==> src/rtl/gost_pkg.sv <==
// Shared constants, state encoding and key-schedule helpers for the GOST 28147-89 cores.
package gost_pkg;
    localparam int ROUNDS  = 32;
    localparam int ROT_AMT = 11;
    localparam int KEY_W   = 32;
    localparam int BLK_W   = 64;

    typedef enum logic [1:0] {
        IDLE = 2'd0,
        RUN  = 2'd1,
        DONE = 2'd2
    } state_e;

    // Decryption: K0..K7 once, then K7..K0 three times.
    function automatic logic [2:0] dec_key_idx(input logic [4:0] r);
        return (r < 5'd8) ? r[2:0] : ~r[2:0];
    endfunction

    // Encryption: K0..K7 three times, then K7..K0.
    function automatic logic [2:0] enc_key_idx(input logic [4:0] r);
        return (r < 5'd24) ? r[2:0] : ~r[2:0];
    endfunction
endpackage

==> src/rtl/replacer.sv <==
// Nibble-wise S-box substitution; nibble i uses row (i mod 8) of the tc26 "Z" table.
module replacer #(
    parameter int R_WIDTH = 32
) (
    input  logic [R_WIDTH-1:0] data_i,
    output logic [R_WIDTH-1:0] data_o
);
    // Each row packs 16 nibbles, entry for input value v at bits [4v+3:4v].
    localparam logic [63:0] SBOX [8] = '{
        64'h1F307D8E9B5A264C,
        64'hF0DB74E1C5A93286,
        64'h069C471EDAF2853B,
        64'hB9E35A076F4D128C,
        64'hC24BE390D618A5F7,
        64'h0E34187BAC296FD5,
        64'h73AD0B4FC19652E8,
        64'h2BC96AF43850DE71
    };

    for (genvar i = 0; i < R_WIDTH / 4; i++) begin : g_nib
        logic [63:0] row;
        assign row = SBOX[i % 8];
        assign data_o[4*i +: 4] = row[{data_i[4*i +: 4], 2'b00} +: 4];
    end
endmodule

==> src/rtl/gost_decryptor.sv <==
// Iterative GOST 28147-89 (Magma) block decryptor: one Feistel round per clock, 32 rounds.
module gost_decryptor #(
    parameter int ROUNDS = 32
) (
    input  logic         clk_i,
    input  logic         rst_n_i,
    input  logic         valid_i,
    output logic         ready_o,
    input  logic [63:0]  data_i,
    input  logic [255:0] key_i,
    output logic         valid_o,
    input  logic         ready_i,
    output logic [63:0]  data_o
);
    import gost_pkg::*;

    state_e                 state_q, state_d;
    logic [4:0]             cnt_q;
    logic [KEY_W-1:0]       a_q, b_q;
    logic [7:0][KEY_W-1:0]  key_q;     // key_q[7] = K0 ... key_q[0] = K7
    logic [KEY_W-1:0]       kr, sum, sub, rot, t;
    logic                   accept, last;

    assign accept = (state_q == IDLE) && valid_i;
    assign last   = (cnt_q == 5'(ROUNDS - 1));

    assign kr  = key_q[3'd7 - dec_key_idx(cnt_q)];
    assign sum = a_q + kr;

    replacer #(.R_WIDTH(KEY_W)) u_replacer (
        .data_i (sum),
        .data_o (sub)
    );

    assign rot = {sub[KEY_W-ROT_AMT-1:0], sub[KEY_W-1:KEY_W-ROT_AMT]};
    assign t   = rot ^ b_q;

    always_ff @(posedge clk_i or negedge rst_n_i) begin
        if (!rst_n_i) state_q <= IDLE;
        else          state_q <= state_d;
    end

    always_comb begin
        state_d = state_q;
        case (state_q)
            IDLE:    if (valid_i) state_d = RUN;
            RUN:     if (last)    state_d = DONE;
            DONE:    if (ready_i) state_d = IDLE;
            default: state_d = IDLE;
        endcase
    end

    always_comb begin
        ready_o = (state_q == IDLE);
        valid_o = (state_q == DONE);
    end

    // Counter wraps 31 -> 0 on the final round, so it is already clear in DONE.
    always_ff @(posedge clk_i or negedge rst_n_i) begin
        if (!rst_n_i) begin
            a_q   <= '0;
            b_q   <= '0;
            key_q <= '0;
            cnt_q <= '0;
        end else if (accept) begin
            a_q   <= data_i[31:0];
            b_q   <= data_i[63:32];
            key_q <= key_i;
            cnt_q <= '0;
        end else if (state_q == RUN) begin
            a_q   <= t;
            b_q   <= a_q;
            cnt_q <= cnt_q + 5'd1;
        end
    end

    assign data_o = {a_q, b_q};
endmodule

==> config.mk <==
export PLATFORM = sky130hd
export DESIGN_NAME = gost_decryptor
export DESIGN_NICKNAME = d
export VERILOG_FILES = /design/src/rtl/gost_pkg.sv /design/src/rtl/replacer.sv /design/src/rtl/gost_decryptor.sv
export SDC_FILE = /design/constraint.sdc
export NUM_CORES = 1
export LEC_CHECK = 0
export ABC_CLOCK_PERIOD_IN_PS = 13150
export BUFFER_PORTS_ARGS = -buffer_cell sky130_fd_sc_hd__buf_4
export CAP_MARGIN = 20
export CORE_UTILIZATION = 30
export CTS_CLUSTER_DIAMETER = 200
export DETAILED_ROUTE_END_ITERATION = 12
export GPL_TIMING_DRIVEN = 0
export SLEW_MARGIN = 5
export SYNTH_ARGS = -nofsm -noshare
export SYNTH_HDL_FRONTEND = slang
export SYNTH_SLANG_ARGS = --single-unit
export TNS_END_PERCENT = 1
==> constraint.sdc <==
create_clock -name clk_i -period 13.15 [get_ports clk_i]
set_clock_uncertainty 0.1 [all_clocks]
set_input_delay 0.6575 -clock clk_i [delete_from_list [all_inputs] [get_ports clk_i]]
set_output_delay 0.6575 -clock clk_i [all_outputs]
set_load 0.005 [all_outputs]
Yosys cells after proc, flatten, opt, wreduce, memory -nomap -nowiden
Cells that the tools add are included.
{"block": "word_totals", "out_inout_bits": 66, "reg_bits": 327, "in_bits": 324, "latch_bits": 0, "mem_bits_ro": 0, "mem_count": 0, "mem_bits_rw": 0, "word_cells": 50}
{"block": "classes", "eq_ne": 6, "n_reduce_logical": 4, "muxes": 13, "n_shift": 8, "addsub": 3, "div_mod_pow": 0, "bitwise": 2, "order_cmp": 2, "n_mul": 0}
{"operator": "$shiftx 64x7->4 const A", "n": 8}
{"operator": "$mux 32", "n": 5}
{"operator": "$bmux 32 s3", "n": 1}
{"operator": "$add 32x32->32", "n": 1}
{"operator": "$xor 32x32->32", "n": 1}
{"operator": "$mux 5", "n": 2}
{"operator": "$mux 2", "n": 3}
{"operator": "$pmux 2 s3", "n": 1}
{"operator": "$add 5x1->5 const B", "n": 1}
{"operator": "$eq 5x5->1 const B", "n": 1}
{"operator": "$lt 5x4->1 const B", "n": 1}
{"operator": "$lt 3x4->1 const B", "n": 1}
{"operator": "$ne 2x2->1 const B", "n": 2}
{"operator": "$mux 3", "n": 1}
{"operator": "$not 3->3", "n": 1}
{"operator": "$reduce_and 3->1", "n": 1}
{"operator": "$sub 3x3->3 const A", "n": 1}
{"operator": "$eq 2x1->1 const B", "n": 1}
{"operator": "$eq 2x2->1 const B", "n": 1}
{"operator": "$logic_not 2->1", "n": 1}
{"operator": "$ne 2x1->1 const B", "n": 1}
{"operator": "$reduce_bool 2->1", "n": 1}
{"operator": "$logic_and 1x1->1", "n": 1}

Longest topological paths before layout
Gate-level depths: netlist of the first run.
{"block": "logic_depth", "word_depth": 10, "mapped_depth": 22}

Hierarchy
Synthesis of the first run repeated with hierarchy kept, for this count alone.
{"block": "hier_totals", "cells_unflattened": 2046, "hier_area_um2": 18457.7}
{"mod": "gost_decryptor", "area_per_inst_um2": 17027.6, "seq_area_each_um2": 8182.8, "cells_per_inst": 1864, "n_inst": 1}
{"mod": "replacer", "area_per_inst_um2": 1430.1, "seq_area_each_um2": 0.0, "cells_per_inst": 182, "n_inst": 1}

Worst setup path after synthesis of the first run
Ideal clock, no wire load.
{"block": "synth_timing", "path_kind": "reg2reg", "from": "register cnt_q[3]", "to": "register a_q[7]", "setup_time_ps": 126, "arrival_ps": 5773, "path_buffers": 1, "path_slack_ps": 7151, "path_stages_with_launch": 21, "path_cell_list": "dfrtp_1 nor2_1 xnor2_1 clkbuf_1 mux4_2 mux2_2 ha_1 fa_1 a21o_1 a221oi_4 o21ai_4 o21ai_1 o21ai_0 o21ai_0 xnor2_1 inv_1 ha_1 or2_2 mux4_2 xnor2_1 a21oi_1"}
{"block": "synth_via", "elab_chain_len": 10}
{"element": "start, declared", "line": "gost_decryptor.sv:18", "source": "logic [4:0] cnt_q;"}
{"element": "start signal, assigned", "line": "gost_decryptor.sv:73", "source": "cnt_q <= cnt_q + 5'd1;"}
{"element": "$lt 5x4->1", "line": "gost_pkg.sv:16", "source": "return (r < 5'd8) ? r[2:0] : ~r[2:0];"}
{"element": "$mux 3", "line": "gost_pkg.sv:16"}
{"element": "$sub 3x3->3", "line": "gost_decryptor.sv:27", "source": "assign kr = key_q[3'd7 - dec_key_idx(cnt_q)];"}
{"element": "$bmux 32 s3", "line": "gost_decryptor.sv:27"}
{"element": "$mux 32 (implied by the code)", "line": "gost_decryptor.sv:27"}
{"element": "$add 32x32->32", "line": "gost_decryptor.sv:28", "source": "assign sum = a_q + kr;"}
{"element": "$shiftx 64x7->4", "line": "replacer.sv:23", "source": "assign data_o[4*i +: 4] = row[{data_i[4*i +: 4], 2'b00} +: 4];"}
{"element": "$xor 32x32->32", "line": "gost_decryptor.sv:36", "source": "assign t = rot ^ b_q;"}
{"element": "$mux 32", "line": "gost_decryptor.sv:70", "source": "end else if (state_q == RUN) begin"}
{"element": "$mux 32", "line": "gost_decryptor.sv:65", "source": "end else if (accept) begin"}
{"element": "end signal, assigned", "line": "gost_decryptor.sv:66", "source": "a_q <= data_i[31:0];"}
{"element": "end signal, assigned", "line": "gost_decryptor.sv:71", "source": "a_q <= t;"}
{"element": "end, declared", "line": "gost_decryptor.sv:19", "source": "logic [KEY_W-1:0] a_q, b_q;"}
No other way between the ends. The select of a mux whose other input is x is not followed.
A chain may end at the register's enable or synchronous reset.

Final worst setup path of the first run
{"block": "layout_timing", "from": "register cnt_q[0]", "to": "register a_q[7]"}
{"block": "layout_via", "elab_chain_len": 10, "elab_cells_between_ends": 11, "classes_between": "2 x add/sub; 1 x order compare; 1 x shift; 5 x mux; 2 x bitwise"}
{"element": "$lt 5x4->1 / $not 3->3 (equally long branches)", "line": "gost_pkg.sv:16"}
{"element": "$mux 3 (*)", "line": "gost_pkg.sv:16"}
{"element": "$sub 3x3->3 (*)", "line": "gost_decryptor.sv:27"}
{"element": "$bmux 32 s3 (*)", "line": "gost_decryptor.sv:27"}
{"element": "$mux 32 (implied by the code) (*)", "line": "gost_decryptor.sv:27"}
{"element": "$add 32x32->32 (*)", "line": "gost_decryptor.sv:28"}
{"element": "$shiftx 64x7->4 (*)", "line": "replacer.sv:23"}
{"element": "$xor 32x32->32 (*)", "line": "gost_decryptor.sv:36"}
{"element": "$mux 32 (*)", "line": "gost_decryptor.sv:70"}
{"element": "$mux 32 (*)", "line": "gost_decryptor.sv:65"}
Mark *: on every way between the ends. The rest lies on a longest branch, timed or not. The select of a mux whose other input is x is not followed.

==> results by group, run 1 <==
Outcome
  • Status: finished clean

Route
  • # DRC: 0
  • Post-route ant nets: 0
  • Via count: ~16000
  • Avg Vias per Cell: roughly 5.0
  • Initial DRC count: 1196
  • WL/cell: 21.9 µm
  • Final wirelength: approximately 71000 µm
  • DR pass1 iterations: 5

STA
  • Max Clk Rate: between 100 and 150 MHz
  • Final Hold Fails: 0
  • Rel. slew slack: between 30 and 40%
  • Slew at the pin with the worst max-slew slack: approximately 1.0 ns
  • Setup-failing EPs final: 0
  • Tmin final: ~7.3 ns
  • RSZ-0062 raised after global routing: no
  • Final Cycle Share: a little under three fifths
  • Slew Viols, Final: 0
  • TNS Setup: 0 ns

Yosys
  • Top cells by count, synth: nand2_1 (880), dfrtp_1 (327), clkbuf_1 (103), mux4_2 (78), ha_1 (76)
  • Syn_nets: approximately 2400
  • Syn_area_per_cell: a little over 9 µm²
  • Top-count cell post-synth: nand2_1
  • Area leader, netlist: dfrtp_1
  • Syn Inst Count: 1987
  • Share of Yosys cell area claimed by the top area cell type: about 45%
  • Mux contribution to synthesized area: ~13%
  • Syn Std Cell Area: about 18000 µm²
  • Top cells by area, synth: dfrtp_1 (45%), nand2_1 (18%), mux4_2 (9.6%)
  • Sequential-to-total area share from yosys stat: between 40% and 50%
  • Main combinational cell family by area after synthesis: simple AND/OR/NAND/NOR gates
  • XOR/XNOR Fraction of Synth Area: approximately 3.2%
  • Simple-gate share of the synthesized area: 22.0%
  • Synth Flop Type: dfrtp_1
  • Post-synth ARST share: between 90% and 100%
  • Post-synthesis compound-gate area fraction: between 8 and 9%
  • Synth Register Bits: ~330
  • Synth warn: 0
  • Synth unique cells: 68
  • Post-Synth Adder-Cell Area: under 10%
  • Post-synth EDFFs: 0

Die
  • Row cnt: 90
  • Initial Util: between 30% and 40%
  • Die area: between 60000 and 70000 µm²
  • I/O pin total: 390
  • Die H: between 200 and 250 µm
  • Die W: between 200 and 250 µm
  • Core Box Area: between 60000 and 70000 µm²

Place
  • Placed Cells: ~3200
  • DPL Wire Length: 55700 µm
  • Port-buffer cells: ~400
  • RePlAce Congestion: between 0.8 and 0.9

Final layout
  • Ratio of cells with drive above 1 in the final layout: between 20% and 30%
  • Cell Count, Final, Fillers Out: 3239
  • Register area: 8180 µm²
  • Final net count: around 2800
  • Fillcell total: ~6000
  • Area growth syn-to-layout: 29.5%
  • Area of the multi-input gates: 9530 µm²

Setup path
  • R2r worst-path depth: 20
  • Cell Chain, Critical Path: clkbuf_1 -> xnor2_2 -> clkbuf_1 -> mux4_2 -> mux2_2 -> ha_1 -> fa_1 -> a21o_1 -> a221oi_4 -> o21ai_4 -> o21ai_1 -> o21ai_0 -> o21ai_0 -> xnor2_1 -> inv_1 -> ha_1 -> or2_2 -> mux4_2 -> xnor2_1 -> a21oi_1
  • Critical Path Source: cnt_q[0]$_DFFE_PN0P_
  • Setup Crit Path Kind: reg2reg
  • Buf/Inv on CP: 3
  • Cell family with most CP delay: compound AO/OA/AOI/OAI gates
  • Critical path required time: approximately 13 ns
  • RR Endpoint: a_q[7]$_DFFE_PN0P_
  • Startpoint types: register
  • Worst path slowest cell: xnor2_2
  • R2r setup slk: just under 6 ns
  • Arrival time at the worst endpoint: ~7.6 ns
  • Crit path capture: a_q[7]$_DFFE_PN0P_
  • Worst R2R Start: cnt_q[0]$_DFFE_PN0P_
  • Setup crit end kind: register
  • Levels on crit path: 20
  • CP Max Fanout: 10
  • Max incr delay on CP: roughly 0.76 ns

Global routing
  • Gr usage total: 22.7%
  • Global-route wire length before repair: approximately 110000 µm
  • Initial antenna violation count: 6
  • GR Overflow Total: 0
  • Largest net degree at the start of global routing: between 100 and 150
  • Number of global-route vias before repair: between 15000 and 20000

Min path
  • Worst hold path type: in2async

Clocking
  • H-Tree Depth: 2
  • Root buffer cell: clkbuf_16
  • CTS tree: done
  • Clock sinks: 327
  • Postcts setup bufs: 0
  • Clk pin slew, worst setup/hold paths: approximately 0.06 ns
  • Clk_lat worst skew: 0.58 ns
  • Post-CTS Resized: 0
  • Hold-fix buffers, CTS: 0
  • Total CTS buffers: 39
  • Max clock buf depth: 3

Job
  • Max_cap viols: 0
## per-stage QoR
stage	cell area, µm²	utilization [%]	setup WS [ns]	hold WS [ns]
final	23600	39.2	5.89	0.00446
after global routing	23600	39.2	5.54	0.0986
after CTS	23600	39.2	5.82	0.0496
after floorplan	18300	-	7.15	0.262
after global placement	22200	36.8	5.49	0.352
after detailed placement	22200	36.9	5.87	0.358
## cells by family (layout without fill, tap and decap cells)
logic type / after synthesis / in the layout
xor+xnor: 63 / 63
other cells: 0 / 5
flops: 327 / 327
mux: 135 / 135
buf+inv: 145 / 610
compound gates: 229 / 229
simple gates: 1011 / 1011
fa+ha+maj: 77 / 77
## flip-flops by register name, indices dropped and copies added, names as in the netlist
register,count
cnt_q,5
b_q,32
key_q,256
a_q,32
state_q,2
## layout make-up
| type | instances | area share [%] |
|---|---|---|
| multi-input combinational | 1515 | 40.3 |
| buffer | 111 | 1.80 |
| timing repair buffer | 394 | 12.8 |
| sequential | 327 | 34.6 |
| inverter | 34 | 0.540 |
| antenna | 5 | 0.0529 |
| tap | 782 | 4.14 |
| clock buffer | 55 | 4.81 |
| clock inverter | 16 | 0.953 |
## worst min-delay path by stage
stage / end / slack [ns] / start
floorplan: a_q[0]$_DFFE_PN0P_ / 0.26 / rst_n_i
global placement: key_q[166]$_DFFE_PN0P_ / 0.35 / key_q[166]$_DFFE_PN0P_
detailed placement: key_q[193]$_DFFE_PN0P_ / 0.36 / key_q[193]$_DFFE_PN0P_
CTS: key_q[204]$_DFFE_PN0P_ / 0.05 / rst_n_i
global route: key_q[204]$_DFFE_PN0P_ / 0.1 / rst_n_i
finish: key_q[167]$_DFFE_PN0P_ / 0.004 / rst_n_i
## per-layer routing
metal	GRT usage, %	vias up	part of all wire (%)
met3	3.41	99	5.9
met1	29.5	8133	42
met2	38.6	588	49
met4	7.31	0	3.0
met5	0	-	0
li1	-	7529	-
## placed cells by master, fill, tap and decap left out, types with 27 or more instances in the layout
master	count
ha_1	76
inv_1	34
mux4_2	78
buf_4	389
clkbuf_16	39
a22oi_1	34
clkbuf_1	109
nand2_1	880
dfrtp_1	327
o21ai_0	43
a21o_1	27
nor2_1	43
xnor2_1	38
a21oi_1	67
mux2_2	36
Power of run 1 is left out: the tool's default activity adds up to more than one toggle a clock period on the data nets, which glitch-free logic cannot reach.
==> run 2, diff against run 1 <==
--- a/config.mk
+++ b/config.mk
@@ -5,7 +5,8 @@
 export SDC_FILE = /design/constraint.sdc
 export NUM_CORES = 1
 export LEC_CHECK = 0
-export ABC_CLOCK_PERIOD_IN_PS = 13150
+export ABC_AREA = 1
+export ABC_CLOCK_PERIOD_IN_PS = 6610
 export BUFFER_PORTS_ARGS = -buffer_cell sky130_fd_sc_hd__buf_4
 export CAP_MARGIN = 20
 export CORE_UTILIZATION = 30
==> constraint.sdc (replaced) <==
create_clock -name clk_i -period 6.61 [get_ports clk_i]
set_clock_uncertainty 0.1 [all_clocks]
set_input_delay 0.3305 -clock clk_i [delete_from_list [all_inputs] [get_ports clk_i]]
set_output_delay 0.3305 -clock clk_i [all_outputs]
set_load 0.005 [all_outputs]
==> results by group, run 2 <==
Clocking
  • H-Tree Depth: 2 (unchanged)
  • Max clock buf depth: 3 (unchanged)
  • Post-CTS Resized: 0 (unchanged)
  • CTS tree: done (unchanged)
  • Clock sinks: 327 (unchanged)
  • Clk pin slew, worst setup/hold paths: 0.06 ns (about the same)
  • Total CTS buffers: 40 (was 39)
  • Root buffer cell: clkbuf_16 (unchanged)
  • Clk_lat worst skew: 0.59 ns (was 0.58 ns)

STA
  • TNS Setup: 0 ns (unchanged)
  • Rel. slew slack: 37.1% (was 30.2%)
  • Slew Viols, Final: 0 (unchanged)
  • Setup-failing EPs final: 0 (unchanged)
  • Final Cycle Share: 87.0% (was 55.2%)
  • RSZ-0062 raised after global routing: no (unchanged)
  • Tmin final: 5.75 ns (was 7.26 ns)
  • Max Clk Rate: 174 MHz (was 138 MHz)
  • Slew at the pin with the worst max-slew slack: 0.943 ns (was 1.05 ns)
  • Final Hold Fails: 0 (unchanged)

Global routing
  • Gr usage total: 24.9% (was 22.7%)
  • GR Overflow Total: 0 (unchanged)
  • Largest net degree at the start of global routing: 119 (was 124)
  • Initial antenna violation count: 0 (was 6)
  • Global-route wire length before repair: 124000 µm (was 105000 µm)
  • Number of global-route vias before repair: 20900 (was 17000)

Yosys
  • Post-synth ARST share: 100% (unchanged)
  • Post-synth EDFFs: 0 (unchanged)
  • Synth Flop Type: dfrtp_1 (unchanged)
  • Sequential-to-total area share from yosys stat: 42.5% (was 44.8%)
  • Main combinational cell family by area after synthesis: simple AND/OR/NAND/NOR gates (unchanged)
  • XOR/XNOR Fraction of Synth Area: 1.49% (was 3.21%)
  • Simple-gate share of the synthesized area: 39.4% (was 22.0%)
  • Post-Synth Adder-Cell Area: 5.04% (was 5.32%)
  • Syn_area_per_cell: 6.80 µm² (was 9.19 µm²)
  • Share of Yosys cell area claimed by the top area cell type: 42.5% (was 44.8%)
  • Synth unique cells: 35 (was 68)
  • Top cells by area, synth: dfrtp_1 (42%), nand2_1 (30%), nand3_1 (7.5%) (was dfrtp_1 (45%), nand2_1 (18%), mux4_2 (9.6%))
  • Synth warn: 0 (unchanged)
  • Syn Std Cell Area: 19300 µm² (was 18300 µm²)
  • Synth Register Bits: 327 (unchanged)
  • Syn Inst Count: 2834 (was 1987)
  • Top cells by count, synth: nand2_1 (1524), dfrtp_1 (327), nand3_1 (290), inv_1 (197), clkbuf_1 (110) (was nand2_1 (880), dfrtp_1 (327), clkbuf_1 (103), mux4_2 (78), ha_1 (76))
  • Top-count cell post-synth: nand2_1 (unchanged)
  • Mux contribution to synthesized area: 0% (was 13.0%)
  • Syn_nets: 3235 (was 2388)
  • Area leader, netlist: dfrtp_1 (unchanged)
  • Post-synthesis compound-gate area fraction: 5.11% (was 8.63%)

Final layout
  • Ratio of cells with drive above 1 in the final layout: 13.3% (was 24.7%)
  • Final net count: 3990 (was 2823)
  • Diode count: 0 (was 5)
  • Commonest non-fill, non-tap cell in the layout: nand2_1 (unchanged)
  • Most frequent cells in the layout: nand2_1 (1524), buf_4 (390), dfrtp_1 (327), dlygate4sd3_1 (320), nand3_1 (290) (was nand2_1 (880), buf_4 (389), dfrtp_1 (327), clkbuf_1 (109), mux4_2 (78))
  • Area growth syn-to-layout: 44.7% (was 29.5%)
  • Largest Register: key_q (unchanged)
  • Top Registers: key_q: 256 flops, a_q: 32 flops, b_q: 32 flops (unchanged)
  • Largest register FFs: 256 (unchanged)

Setup path
  • R2r worst-path depth: 27 (was 20)
  • CP Max Fanout: 10 (unchanged)
  • Critical Path Source: cnt_q[3]$_DFFE_PN0P_ (was cnt_q[0]$_DFFE_PN0P_)
  • R2r setup slk: 0.86 ns (was 5.89 ns)
  • Levels on crit path: 27 (was 20)
  • Cell family with most CP delay: simple AND/OR/NAND/NOR gates (was compound AO/OA/AOI/OAI gates)
  • Startpoint types: register (unchanged)
  • Worst path slowest cell: xnor2_1 (was xnor2_2)
  • CP dominant cell by count: nand2_1
  • Buf/Inv on CP: 4 (was 3)
  • Setup Crit Path Kind: reg2reg (unchanged)
  • Critical path required time: 6.97 ns (was 13.49 ns)
  • Worst R2R Start: cnt_q[3]$_DFFE_PN0P_ (was cnt_q[0]$_DFFE_PN0P_)
  • Max incr delay on CP: 0.63 ns (was 0.76 ns)
  • Arrival time at the worst endpoint: 6.11 ns (was 7.61 ns)
  • Setup crit end kind: register (unchanged)

Route
  • Via count: 21100 (was 16300)
  • Initial DRC count: 1518 (was 1196)
  • Post-route ant nets: 0 (unchanged)
  • DR pass1 iterations: 7 (was 5)
  • # DRC: 0 (unchanged)
  • Avg Vias per Cell: 4.73 (was 5.05)
  • WL/cell: 18.4 µm (was 21.9 µm)
  • Final wirelength: 82000 µm (was 70800 µm)

Die
  • Core Box Area: 63300 µm² (was 60200 µm²)
  • Initial Util: 30.4% (was 30.3%)
  • Die H: 255 µm (was 249 µm)
  • Row cnt: 92 (was 90)
  • I/O pin total: 390 (unchanged)
  • Die W: 255 µm (was 249 µm)
  • Die area: 65200 µm² (was 61900 µm²)

Min path
  • Hold path depth: 5
  • Worst hold path type: in2reg (was in2async)
  • Min-delay src: data_i[29]

Job
  • Max_cap viols: 0 (unchanged)

Place
  • Port-buffer cells: 389 (unchanged)
  • DPL Wire Length: 61200 µm (was 55700 µm)
  • RePlAce Congestion: 0.929 (was 0.877)

Outcome
  • Status: finished clean (unchanged)
run 2: cell types whose count changed in the layout (fill, tap and decap cells not counted), moves of 31 or more:
cell,change
nand3_1,+269
dlygate4sd3_1,+320
a22oi_1,-34
inv_1,+163
mux4_2,-78
nand2_1,+644
a21oi_1,-38
o21ai_0,+31
o211ai_1,+31
nor2_1,+31
mux2_2,-36
run 2: final timing paths:
path / to
worst max register to register: a_q[25]$_DFFE_PN0P_
worst min-delay path: a_q[29]$_DFFE_PN0P_
worst min register to register: key_q[243]$_DFFE_PN0P_
min in group asynchronous: key_q[137]$_DFFE_PN0P_
worst max-delay path: a_q[25]$_DFFE_PN0P_
max in group asynchronous: key_q[88]$_DFFE_PN0P_
run 2: routing by layer:
| layer | global-route usage [%] | routed length, µm | vias to the layer above |
|---|---|---|---|
| met5 | 0 | 0 | - |
| met4 | 9.50 | 3040 | 0 |
| met3 | 3.09 | 4390 | 138 |
| met2 | 41.6 | 38600 | 689 |
| met1 | 32.7 | 36000 | 9912 |
| li1 | - | - | 10400 |
run 2: area by class of cell:
| type | count | area [µm²] |
|---|---|---|
| fillers | 6427 | 35400 |
| plain buffers | 128 | 498 |
| clock inverters | 19 | 254 |
| flip-flops and latches | 327 | 8180 |
| multi-input cells | 2179 | 9840 |
| inverters | 200 | 751 |
| repair buffers | 713 | 6220 |
| well taps | 846 | 1060 |
| clock buffers | 50 | 1070 |
run 2: stage by stage:
stage	utilization, %	hold WS (ns)	worst slack [ns]	cell area, µm²	instances
after floorplan	-	-0.0651	2.48	19300	2834
after global placement	36.7	0.363	0.968	23200	4069
after detailed placement	36.9	0.172	0.963	23300	4073
after CTS	44.0	0.00750	0.910	27900	4462
after global routing	44.0	0.0572	0.422	27900	4462
final	44.0	0.0440	0.862	27900	4462
run 2: tightest hold or removal path, cell delays in order:
cell and delay [ns]:
buf_4 0.08, o21ai_0 0.10, inv_1 0.08, nand2_1 0.05
nand2_1 0.05
run 2: cell families after synthesis:
group | after synthesis
compound gates | 167
xor+xnor | 26
fa+ha+maj | 77
buf+inv | 328
flops | 327
simple gates | 1909
run 2: what timing repair did:
action | in CTS | in global routing
hold endpoints to repair | 415 | 0
setup buffers | 0 | 0
hold buffers | 320 | 0
Power of run 2 is left out for the same reason.
